===== config.mk =====
export PLATFORM = sky130hd
export DESIGN_NAME = impl_ram_stream_loader
export DESIGN_NICKNAME = d
export VERILOG_FILES = /design/src/rtl/impl_ram_stream_loader.sv
export SDC_FILE = /design/constraint.sdc
export NUM_CORES = 1
export LEC_CHECK = 0
export BUFFER_PORTS_ARGS = -buffer_cell sky130_fd_sc_hd__buf_2
export CAP_MARGIN = 15
export CORE_ASPECT_RATIO = 0.5
export CORE_UTILIZATION = 59
export DETAILED_ROUTE_END_ITERATION = 16
export PLACE_DENSITY = 0.85
export SYNTH_ARGS = -nofsm -noshare
export SYNTH_HDL_FRONTEND = slang
export SYNTH_SLANG_ARGS = --single-unit

===== constraint.sdc =====
create_clock -name clk_i -period 4.2 [get_ports clk_i]
set_input_delay 0 -clock clk_i [delete_from_list [all_inputs] [get_ports clk_i]]
set_output_delay 0 -clock clk_i [all_outputs]
set_load 0.1 [all_outputs]

===== src/rtl/impl_ram_stream_loader.sv =====
// Loads a length-framed, checksummed byte stream into program RAM as little-endian
// 32-bit words and reports a verified (done) or rejected (error) load.
module impl_ram_stream_loader #(
  parameter int unsigned                ADDR_WIDTH = 22,
  parameter logic [ADDR_WIDTH-1:0]      BASE_ADDR  = '0,
  parameter int unsigned                MAX_BYTES  = 131072
) (
  input  logic                  clk_i,
  input  logic                  rst_ni,
  input  logic                  start_i,
  input  logic                  byte_valid_i,
  input  logic [7:0]            byte_data_i,
  output logic                  byte_ready_o,
  output logic                  mem_en_o,
  output logic [ADDR_WIDTH-1:0] mem_addr_o,
  output logic [31:0]           mem_wdata_o,
  output logic                  mem_we_o,
  output logic [3:0]            mem_be_o,
  output logic                  busy_o,
  output logic                  done_o,
  output logic                  error_o
);

  localparam int unsigned CNT_W   = $clog2(MAX_BYTES + 1);
  localparam logic [31:0] MAX_LEN = 32'(MAX_BYTES);

  typedef enum logic [2:0] {
    S_IDLE, S_LEN, S_DATA, S_CHK, S_DONE, S_ERR
  } state_t;

  state_t           state;
  logic [1:0]       len_idx;
  logic [31:0]      len;
  logic [CNT_W-1:0] cnt;
  logic [7:0]       sum;
  logic [31:0]      wbuf;

  logic             xfer_c;
  logic [1:0]       lane_c;
  logic [31:0]      len_next_c;
  logic [31:0]      word_c;
  logic             last_c;
  logic [3:0]       be_c;

  // Datapath helpers for the byte currently offered on the stream
  always_comb begin
    xfer_c     = byte_valid_i & byte_ready_o;
    lane_c     = cnt[1:0];
    len_next_c = {byte_data_i, len[31:8]};
    word_c     = wbuf | ({24'd0, byte_data_i} << {lane_c, 3'b000});
    last_c     = ((32'(cnt) + 32'd1) == len);
    be_c       = {lane_c == 2'd3, lane_c >= 2'd2, lane_c >= 2'd1, 1'b1};
  end

  always_ff @(posedge clk_i or negedge rst_ni) begin
    if (!rst_ni) begin
      state        <= S_IDLE;
      len_idx      <= '0;
      len          <= '0;
      cnt          <= '0;
      sum          <= '0;
      wbuf         <= '0;
      byte_ready_o <= 1'b0;
      mem_en_o     <= 1'b0;
      mem_we_o     <= 1'b0;
      mem_addr_o   <= '0;
      mem_wdata_o  <= '0;
      mem_be_o     <= '0;
      busy_o       <= 1'b0;
      done_o       <= 1'b0;
      error_o      <= 1'b0;
    end else begin
      mem_en_o <= 1'b0;
      mem_we_o <= 1'b0;
      unique case (state)
        S_IDLE, S_DONE, S_ERR: begin
          if (start_i) begin
            state        <= S_LEN;
            len_idx      <= '0;
            len          <= '0;
            cnt          <= '0;
            sum          <= '0;
            wbuf         <= '0;
            byte_ready_o <= 1'b1;
            busy_o       <= 1'b1;
            done_o       <= 1'b0;
            error_o      <= 1'b0;
          end
        end
        S_LEN: begin
          if (xfer_c) begin
            len     <= len_next_c;
            len_idx <= len_idx + 2'd1;
            if (len_idx == 2'd3) begin
              if (len_next_c > MAX_LEN) begin
                state        <= S_ERR;
                byte_ready_o <= 1'b0;
                busy_o       <= 1'b0;
                error_o      <= 1'b1;
              end else if (len_next_c == 32'd0) begin
                state <= S_CHK;
              end else begin
                state <= S_DATA;
              end
            end
          end
        end
        S_DATA: begin
          if (xfer_c) begin
            cnt <= cnt + CNT_W'(1);
            sum <= sum + byte_data_i;
            // Emit a word when its top lane fills or the payload ends early
            if (lane_c == 2'd3 || last_c) begin
              mem_en_o    <= 1'b1;
              mem_we_o    <= 1'b1;
              mem_addr_o  <= BASE_ADDR + ADDR_WIDTH'({cnt[CNT_W-1:2], 2'b00});
              mem_wdata_o <= word_c;
              mem_be_o    <= be_c;
              wbuf        <= '0;
            end else begin
              wbuf <= word_c;
            end
            if (last_c) state <= S_CHK;
          end
        end
        S_CHK: begin
          if (xfer_c) begin
            byte_ready_o <= 1'b0;
            busy_o       <= 1'b0;
            if (byte_data_i == sum) begin
              state  <= S_DONE;
              done_o <= 1'b1;
            end else begin
              state   <= S_ERR;
              error_o <= 1'b1;
            end
          end
        end
        default: begin
          state        <= S_IDLE;
          byte_ready_o <= 1'b0;
          busy_o       <= 1'b0;
        end
      endcase
    end
  end

endmodule

==> flow_metrics.env, run 1 <==
export IMPL_chipHeight_microns=81.8
export IMPL_antenna_found_initial=0
export IMPL_vias=6096
export IMPL_setup_worst_path_class="reg -> reg"
export IMPL_finalMaxSlewViolations=0
export IMPL_wirelength_met1_microns=8050
export IMPL_start_util_pct=62.0
export IMPL_syn_avg_cell_area_sq_um=9.71
export IMPL_timing_fmax_mhz=261
export IMPL_finalCritPeriodShare_pct=91.3
export IMPL_dp_hpwl_microns=11400
export IMPL_synthFlopType="dfrtp_1"
export IMPL_wl_microns=18200
export IMPL_first_global_vias=5813
export IMPL_drt_iter0_drc=583
export IMPL_die_area_sq_um=13200
export IMPL_hp_start="byte_valid_i"
export IMPL_synth_cell_types=56
export IMPL_power_density_nw_per_um2=487
export IMPL_min_period_ps=3830
export IMPL_setup_violations=0
export IMPL_maxCapViolCount=0
export IMPL_rows=28
export IMPL_cp_end_kind="register"
export IMPL_cts_buffers=17
export IMPL_worstPathMaxFanout=23
export IMPL_worst_slew_pin_slew_ps=1100
export IMPL_root_buffer="clkbuf_16"
export IMPL_dp_slack_ps=407
export IMPL_met2_length_microns=8440
export IMPL_portBuffers=69
export IMPL_cp_start_kind="register"
export IMPL_antenna_left=0
export IMPL_fin_skew_ps=14.2
export IMPL_io_pins=76
export IMPL_drtPass1Iterations=5
export IMPL_cts_resized=0
export IMPL_die_x_microns=162
export IMPL_num_fill_cells=873
export IMPL_vdd_ir_drop_max_mv=0.290
export IMPL_vias_per_cell=6.08
export IMPL_route_detailed_drc=0
export IMPL_synth_seq_area_share_pct=50.3
export IMPL_gp_congestion=0.938
export IMPL_top_layer="met4"
export IMPL_ys_async_sr_fraction_pct=100
export IMPL_cts_num_sinks=151
export IMPL_wl_met3_microns=1310
export IMPL_syn_area_sq_um=7510
export IMPL_max_slew_margin_rel_pct=26.2
export IMPL_clock_latency_ps=430
export IMPL_cts_tree="yes"
export IMPL_wl_per_cell_microns=18.2
export IMPL_hp_class="in -> reg"
export IMPL_ys_warn_count=0
export IMPL_finalNetCount=849
export IMPL_hold_viol_final=0
export IMPL_setup_ws_ps=367
export IMPL_coreArea_sq_um=12100
export IMPL_path_clk_slew_ps=70
export IMPL_startpoint="cnt[0]"
export IMPL_fin_util_pct=71.0
export IMPL_grt_usage_pct=29.2
export IMPL_fin_setup_tns_ps=0
export IMPL_layout_drive_gt1_share_pct=17.1
export IMPL_grt_overflow_total=0
export IMPL_rr_startpoint="cnt[0]"
export IMPL_yosys_register_bits=151
export IMPL_cp_arrival_ps=4130
export IMPL_h_tree_depth=4
export IMPL_grt_pass1_wl_microns=29500
export IMPL_synth_edf_count=0
export IMPL_clockBufferDepth=2
export IMPL_grt_max_degree=118
export IMPL_synthesis_instances=774
export IMPL_status="complete, no violations"
export IMPL_worstPathRequired_ps=4500
export IMPL_rsz0062_at_grt="no"
export IMPL_area_growth_pct=14.6
export IMPL_power_leakage_uw=0.00452
## flip-flops by register name, indices dropped and copies added, names as in the netlist
register	flops
len	32
mem_addr_o	16
done_o	1
mem_we_o	1
sum	8
busy_o	1
cnt	18
len_idx	2
error_o	1
mem_wdata_o	32
mem_be_o	4
wbuf	32
state	3
## Yosys cell counts (2+ instances only)
library cell,n,area [sq um]
o31ai_1,6,45.0
and2_1,4,25.0
and3b_1,2,17.5
nand3_1,40,200
nor2_1,68,255
nand4_1,5,31.3
a32oi_1,3,26.3
or4_1,3,22.5
or3_1,3,18.8
a22o_1,3,26.3
nand2b_1,2,12.5
clkbuf_1,37,139
mux2i_1,35,350
nand3_2,2,20.0
a21o_1,6,45.0
nor2b_1,3,18.8
clkbuf_2,4,20.0
xor2_1,12,105
nand2_1,101,379
dfrtp_1,151,3780
o21ai_0,42,210
inv_1,43,161
nor4_4,2,42.5
nor4_1,10,62.6
ha_1,11,138
nor3_1,10,50.1
mux2_2,3,33.8
and3_1,8,50.1
buf_1,2,7.51
buf_2,12,60.1
a31oi_1,5,31.3
buf_6,3,33.8
xnor2_1,19,166
a41oi_1,32,280
mux2_4,14,210
buf_4,8,60.1
a21oi_1,41,205
## through the flow
step	area, sq um	hold WS [ps]	total power [uW]	std cells
floorplan	7530	-296	2360	779
global placement	7900	216	2570	961
detailed placement	7900	236	2590	961
CTS	8610	52.4	4180	1002
global route	8610	79.8	4370	1002
finish	8610	60.1	4190	1003
## logic make-up (layout without fill, tap and decap cells)
| group | after synthesis | count (layout) | share of synthesized area [%] |
|---|---|---|---|
| AND/OR/NAND/NOR | 267 | 267 | 16.6 |
| flip-flops | 151 | 151 | 50.3 |
| AO/OA/AOI/OAI | 150 | 150 | 12.9 |
| buffers and inverters | 109 | 167 | 6.41 |
| multiplexers | 52 | 52 | 7.91 |
| XOR/XNOR | 31 | 31 | 3.61 |
| adder cells (fa/ha/maj) | 13 | 13 | 2.23 |
| other | 1 | 7 | 0.0499 |
## layer usage
metal | vias to the layer above | global-route usage (%)
li1 | 2776 | -
met1 | 2968 | 40.0
met2 | 309 | 45.6
met3 | 43 | 4.90
met4 | 0 | 15.1
met5 | - | 0
## layout by cell type, fill, tap and decap left out, types with 9 or more instances in the layout
| master | count |
|---|---|
| dfrtp_1 | 151 |
| nand2_1 | 101 |
| buf_2 | 68 |
| nor2_1 | 66 |
| inv_1 | 43 |
| o21ai_0 | 42 |
| nand3_1 | 40 |
| a21oi_1 | 39 |
| mux2i_1 | 35 |
| a41oi_1 | 32 |
| xnor2_1 | 19 |
| clkbuf_16 | 17 |
| mux2_4 | 14 |
| buf_4 | 14 |
| xor2_1 | 12 |
| ha_1 | 11 |
| nor3_1 | 10 |
| dlygate4sd3_1 | 10 |
| nor4_1 | 9 |
## repair_timing
item | in CTS | in global routing
endpoints found under the hold margin | 125 | 0
hold buffers | 10 | 0
setup buffers | 0 | 0
## cell type report
class                           count  area (sq um)  area share, %
Antenna cell                        1          2.50         0.0291
Clock buffer                       17           425           4.94
Clock inverter                     14           185           2.15
Inverter                           43           161           1.88
Multi-Input combinational cell    519          3290           38.2
Sequential cell                   151          3780           43.9
Tap cell                          165           206           2.40
Timing Repair Buffer               93           557           6.47
## report_power, final
group / internal, uW / switching (uW) / total (uW)
sequential: 1590 / 160 / 1750
combinational: 247 / 610 / 857
clock: 906 / 685 / 1590
total: 2740 / 1460 / 4190
## critical path, stage by stage (launching register included)
cell	delay, ps
dfrtp_1	500
ha_1	370
nand3_2	190
nor4_4	400
a311o_1	220
nand3_1	60
or4_1	450
or4_1	440
a21o_2	510
buf_4	370
mux2i_1	160
## worst paths after layout
path	end	slack, ps	cells after the start
max in group asynchronous	cnt[17]	2820	3
hold / removal	state[0]	60	4
setup reg to reg	mem_wdata_o[6]	370	10
setup / recovery	mem_wdata_o[6]	370	10
min in group asynchronous	mem_wdata_o[22]	300	2
hold reg to reg	len_idx[1]	480	2
Note: power is estimated with default switching activity, not from simulation.
==> inputs of run 2 (changes only) <==
CORE_UTILIZATION = 30   (was 59)
PLACE_DENSITY = 0.51   (was 0.85)
clock period = 3.66 ns   (was 4.2 ns; I/O delays follow)
==> run 2 against run 1 <==
  * Non-clock buffer count grew 11
  * Die area increased by 95%
  * Fmax grew 12%
  * Flip-flop and latch count unchanged
  * Worst setup slack worse by 130 ps
  * Critical endpoint is now wbuf[9]
==> flow_metrics.env, run 2 (synthesis results as in run 1) <==
export IMPL_die_x_microns=226
export IMPL_worstPathMaxFanout=35
export IMPL_route_detailed_drc=0
export IMPL_reg_largest_list="len: 32 flops, mem_wdata_o: 32 flops, wbuf: 32 flops"
export IMPL_power_switching_uw=1600
export IMPL_fin_skew_ps=13.0
export IMPL_setup_worst_path_class="reg -> reg"
export IMPL_min_period_ps=3430
export IMPL_clock_latency_ps=440
export IMPL_drtPass1Iterations=5
export IMPL_power_frac_seq_pct=42.7
export IMPL_path_clk_slew_ps=60
export IMPL_grt_pass1_wl_microns=31800
export IMPL_start_util_pct=31.0
export IMPL_finalCritPeriodShare_pct=93.6
export IMPL_vias_per_cell=4.85
export IMPL_root_buffer="clkbuf_16"
export IMPL_maxCapViolCount=0
export IMPL_power_density_nw_per_um2=525
export IMPL_grt_max_degree=100
export IMPL_worst_slew_pin_slew_ps=1100
export IMPL_cp_end_kind="register"
export IMPL_clockBufferDepth=2
export IMPL_fin_setup_tns_ps=0
export IMPL_cp_start_kind="register"
export IMPL_first_global_vias=5646
export IMPL_drt_iter0_drc=443
export IMPL_final_common_cell="dfrtp_1"
export IMPL_layout_drive_gt1_share_pct=18.3
export IMPL_max_slew_margin_rel_pct=26.3
export IMPL_vias=5742
export IMPL_cts_setup_buffers=0
export IMPL_cts_buffers=17
export IMPL_status="complete, no violations"
export IMPL_antenna_left=0
export IMPL_coreArea_sq_um=24300
export IMPL_h_tree_depth=4
export IMPL_power_uw=4670
export IMPL_die_area_sq_um=25700
export IMPL_timing_fmax_mhz=292
export IMPL_p_clk_share_pct=35.7
export IMPL_worstPathRequired_ps=3970
export IMPL_rsz0062_at_grt="no"
export IMPL_wl_microns=19900
export IMPL_grt_busiest_layer="met2"
export IMPL_antenna_found_initial=0
export IMPL_p_int_uw=3070
export IMPL_cts_num_sinks=151
export IMPL_power_leakage_uw=0.00457
export IMPL_setup_violations=0
export IMPL_portBuffers=69
export IMPL_hold_viol_final=0
export IMPL_met1_usage_pct=22.3
export IMPL_hp_class="in -> reg"
export IMPL_rows=40
export IMPL_diodes=0
export IMPL_grt_use_met2_pct=25.0
export IMPL_vdd_ir_drop_max_mv=0.308
export IMPL_use_met3_pct=3.92
export IMPL_grt_overflow_total=0
export IMPL_p_comb_share_pct=21.6
export IMPL_switching_share_pct=34.3
export IMPL_reg2reg_slack_ps=230
export IMPL_grt_usage_pct=16.1
export IMPL_cp_arrival_ps=3740
export IMPL_wl_per_cell_microns=16.8
export IMPL_finalMaxSlewViolations=0
export IMPL_chipHeight_microns=114
export IMPL_finalNetCount=861
export IMPL_final_cell_mix="dfrtp_1, nand2_1, buf_2"
export IMPL_area_growth_pct=18.4
export IMPL_cts_tree="yes"
export IMPL_dp_hpwl_microns=12900
export IMPL_io_pins=76
export IMPL_gp_congestion=0.889
==> run 2: cell types whose count changed in the layout (fill, tap and decap cells not counted), sizes merged <==
cell | previous run | this run
a21o | 6 | 7
buf | 83 | 95
bufinv | 2 | 1
clkbuf | 17 | 21
clkinv | 2 | 5
clkinvlp | 2 | 1
diode | 1 | 0
dlygate4sd3 | 10 | 9
inv | 51 | 46
==> run 2: final timing paths <==
| check | startpoint | endpoint | depth (start not counted) |
|---|---|---|---|
| worst min register to register | len_idx[1] | len_idx[1] | 2 |
| min in group asynchronous | rst_ni | cnt[17] | 2 |
| worst max register to register | cnt[0] | wbuf[9] | 12 |
| worst max-delay path | cnt[0] | wbuf[9] | 12 |
| max in group asynchronous | rst_ni | len[0] | 3 |
| worst min-delay path | byte_valid_i | state[0] | 4 |
==> run 2: final cells by class <==
class | instances | area, sq um
Sequential cell | 151 | 3780
Clock buffer | 21 | 450
Tap cell | 336 | 420
Fill cell | 2430 | 15400
Clock inverter | 10 | 96.3
Inverter | 43 | 161
Multi-Input combinational cell | 520 | 3320
Timing Repair Buffer | 104 | 666
==> run 2: power groups by stage <==
| stage | registers (uW) | logic (uW) | clock network [uW] |
|---|---|---|---|
| 4_1_cts | 1990 | 1020 | 1700 |
| 6_report | 1990 | 1010 | 1660 |
| 3_3_place_gp | 2020 | 1000 | 0 |
| 5_1_grt | 2020 | 1130 | 1780 |
| 3_5_place_dp | 2020 | 1010 | 0 |
| 2_1_floorplan | 2040 | 668 | 0 |
==> run 2: what timing repair did <==
| action | CTS | global route |
|---|---|---|
| gates resized for setup | 0 | 3 |
| setup endpoints to repair | 0 | 69 |
| hold buffers | 9 | 0 |
| endpoints found under the hold margin | 105 | 0 |
==> run 2: per-layer routing <==
layer	wire, microns	vias to the layer above
li1	-	2808
met1	9680	2798
met2	9090	113
met3	812	23
met4	315	0
met5	0	-
==> run 2: worst max-delay path, cell delays in order, from the launching register on <==
cell and delay, ps:
dfrtp_1 450, inv_1 110, ha_1 340, xnor2_1 180, nand2_1 90, a311oi_1 250, nand3_1 110, or4_1 530
or4_4 500, buf_6 220, a21oi_2 210, buf_12 210, nor2_1 70
==> run 2: stage by stage <==
stage               cell area, sq um  hold slack (ps)  util [%]  instances  worst slack, ps
global route                    8900             39.6      36.6       1185             70.2
global placement                8230              184      33.9       1143              213
detailed placement              8230              190      33.9       1143              173
CTS                             8870             17.8      36.5       1183              156
finish                          8900             31.6      36.6       1185              234
floorplan                       7530             -296         -        779              320
==> inputs of run 3 (changes only) <==
REMOVE_ABC_BUFFERS = 1   (was default)
==> run 3 against run 2 <==
  * Largest cell class unchanged
  * Total power rose by 3.4%
  * Largest power group unchanged
  * Clock skew decreased by 2.3 ps
  * Clock-buffer cell count decreased by 3
  * Hold slack improved by 210 ps
  * Sequential share of layout area fell by 0.49 points
  * Non-clock buffer count rose by 4
  * Worst setup slack got worse by 2.5 ps
  * Fmax is essentially flat
  * Sequential power about the same
  * Highest routed layer unchanged
  * Combinational power is essentially flat
==> flow_metrics.env, run 3 (synthesis results as in run 1) <==
export IMPL_p_clk_share_pct=37.1
export IMPL_die_area_sq_um=25700
export IMPL_vias_per_cell=4.88
export IMPL_status="complete, no violations"
export IMPL_first_global_vias=5649
export IMPL_max_slew_margin_rel_pct=28.8
export IMPL_power_switching_uw=1660
export IMPL_clockBufferDepth=2
export IMPL_io_pins=76
export IMPL_start_util_pct=31.0
export IMPL_p_comb_share_pct=21.6
export IMPL_power_frac_seq_pct=41.3
export IMPL_wl_per_cell_microns=16.3
export IMPL_crit_path_cell_trace="inv_1 > ha_1 > xnor2_1 > nand2_1 > a311oi_1 > nand3_1 > or4_1 > or4_4 > a21o_2 > mux2_4"
export IMPL_cp_slowest_cell="or4_1"
export IMPL_die_x_microns=226
export IMPL_p_int_uw=3170
export IMPL_power_leakage_uw=0.00461
export IMPL_drt_iter0_drc=422
export IMPL_cts_buffers=17
export IMPL_timing_fmax_mhz=292
export IMPL_antenna_found_initial=0
export IMPL_gp_congestion=0.857
export IMPL_cp_num_buf_inv=1
export IMPL_hold_viol_final=0
export IMPL_antenna_left=0
export IMPL_setup_violations=0
export IMPL_hold_ws_ps=242
export IMPL_worstPathMaxFanout=10
export IMPL_rsz0062_at_grt="no"
export IMPL_grt_max_degree=109
export IMPL_worstPathRequired_ps=3980
export IMPL_dp_hpwl_microns=12100
export IMPL_power_uw=4820
export IMPL_switching_share_pct=34.4
export IMPL_worst_slew_pin_slew_ps=1070
export IMPL_h_tree_depth=4
export IMPL_path_delay_family="simple AND/OR/NAND/NOR gates"
export IMPL_root_buffer="clkbuf_16"
export IMPL_cts_num_sinks=151
export IMPL_chipHeight_microns=114
export IMPL_setup_worst_path_class="reg -> reg"
export IMPL_cp_start_kind="register"
export IMPL_worst_path_largest_cell_delay_ps=530
export IMPL_final_cell_mix="dfrtp_1, nand2_1, buf_2"
export IMPL_dp_slack_ps=94.7
export IMPL_cts_tree="yes"
export IMPL_area_growth_pct=19.8
export IMPL_grt_usage_pct=15.4
export IMPL_portBuffers=69
export IMPL_maxCapViolCount=0
export IMPL_grt_pass1_wl_microns=30700
export IMPL_vias=5815
export IMPL_layout_drive_gt1_share_pct=18.7
export IMPL_wl_microns=19500
export IMPL_rows=40
export IMPL_cp_arrival_ps=3750
export IMPL_cp_end_kind="register"
export IMPL_path_clk_slew_ps=60
export IMPL_clock_latency_ps=440
export IMPL_fin_skew_ps=10.7
export IMPL_route_detailed_drc=0
export IMPL_finalCritPeriodShare_pct=93.7
export IMPL_drtPass1Iterations=6
export IMPL_min_period_ps=3430
export IMPL_finalMaxSlewViolations=0
export IMPL_fin_setup_tns_ps=0
export IMPL_coreArea_sq_um=24300
export IMPL_cts_setup_buffers=0
export IMPL_setup_ws_ps=232
export IMPL_diodes=0
export IMPL_grt_overflow_total=0
export IMPL_final_common_cell="dfrtp_1"
export IMPL_reg_largest_list="len: 32 flops, mem_wdata_o: 32 flops, wbuf: 32 flops"
export IMPL_finalNetCount=866
export IMPL_hp_class="in -> async"
export IMPL_power_density_nw_per_um2=536
export IMPL_vdd_ir_drop_max_mv=0.364
[run 3: cell count changes in the layout (fill, tap and decap cells not counted), moves of 2 or more]
cell / before / now
clkbuf_1: 3 / 1
clkinv_2: 3 / 1
clkinvlp_4: 1 / 3
dlygate4sd3_1: 9 / 11
inv_6: 3 / 5
inv_8: 0 / 2
[run 3: worst paths after layout]
kind	from	to	slack [ps]	cells after the start
max	cnt[0]	mem_addr_o[9]	230	10
min	rst_ni	cnt[16]	240	2
max reg2reg	cnt[0]	mem_addr_o[9]	230	10
min reg2reg	mem_be_o[0]	mem_be_o[0]	460	1
max in group asynchronous	rst_ni	mem_wdata_o[11]	2570	3
min in group clk_i	mem_be_o[0]	mem_be_o[0]	460	1
[run 3: layout make-up]
class | instances | area [sq um]
tap | 336 | 420
inverter | 43 | 161
clock inverter | 14 | 163
fill | 2436 | 15300
timing repair buffer | 108 | 721
multi-input combinational | 521 | 3330
sequential | 151 | 3780
clock buffer | 18 | 429
[run 3: through the flow]
stage / instances / area (sq um) / util [%]
global route: 1191 / 9000 / 37.1
finish: 1191 / 9000 / 37.1
floorplan: 713 / 7210 / -
global placement: 1145 / 8250 / 34.0
CTS: 1188 / 8950 / 36.9
detailed placement: 1145 / 8250 / 34.0
[run 3: power by group through the flow]
stage                     combinational, uW  sequential (uW)  clock [uW]
after floorplan                         569             2070           0
after global placement                  992             2020           0
after detailed placement                995             2020           0
after CTS                              1010             1990        1840
after global routing                   1160             2010        1920
final                                  1040             1990        1790
[run 3: what timing repair did]
item                                    in CTS  in global routing
gates resized for setup                      0                  2
hold buffers                                11                  0
endpoints found under the hold margin      137                  0
endpoints found under the setup margin       0                 26
[run 3: layer usage]
metal  wire length, microns  up-vias  GRT usage, %  share of wire (%)
met2                   8750      128          23.8                 45
met1                   9610     2852          21.6                 49
met3                    935       15          3.99                4.8
li1                       -     2820             -                  -
met4                    167        0          3.90               0.86
met5                      0        -             0                  0
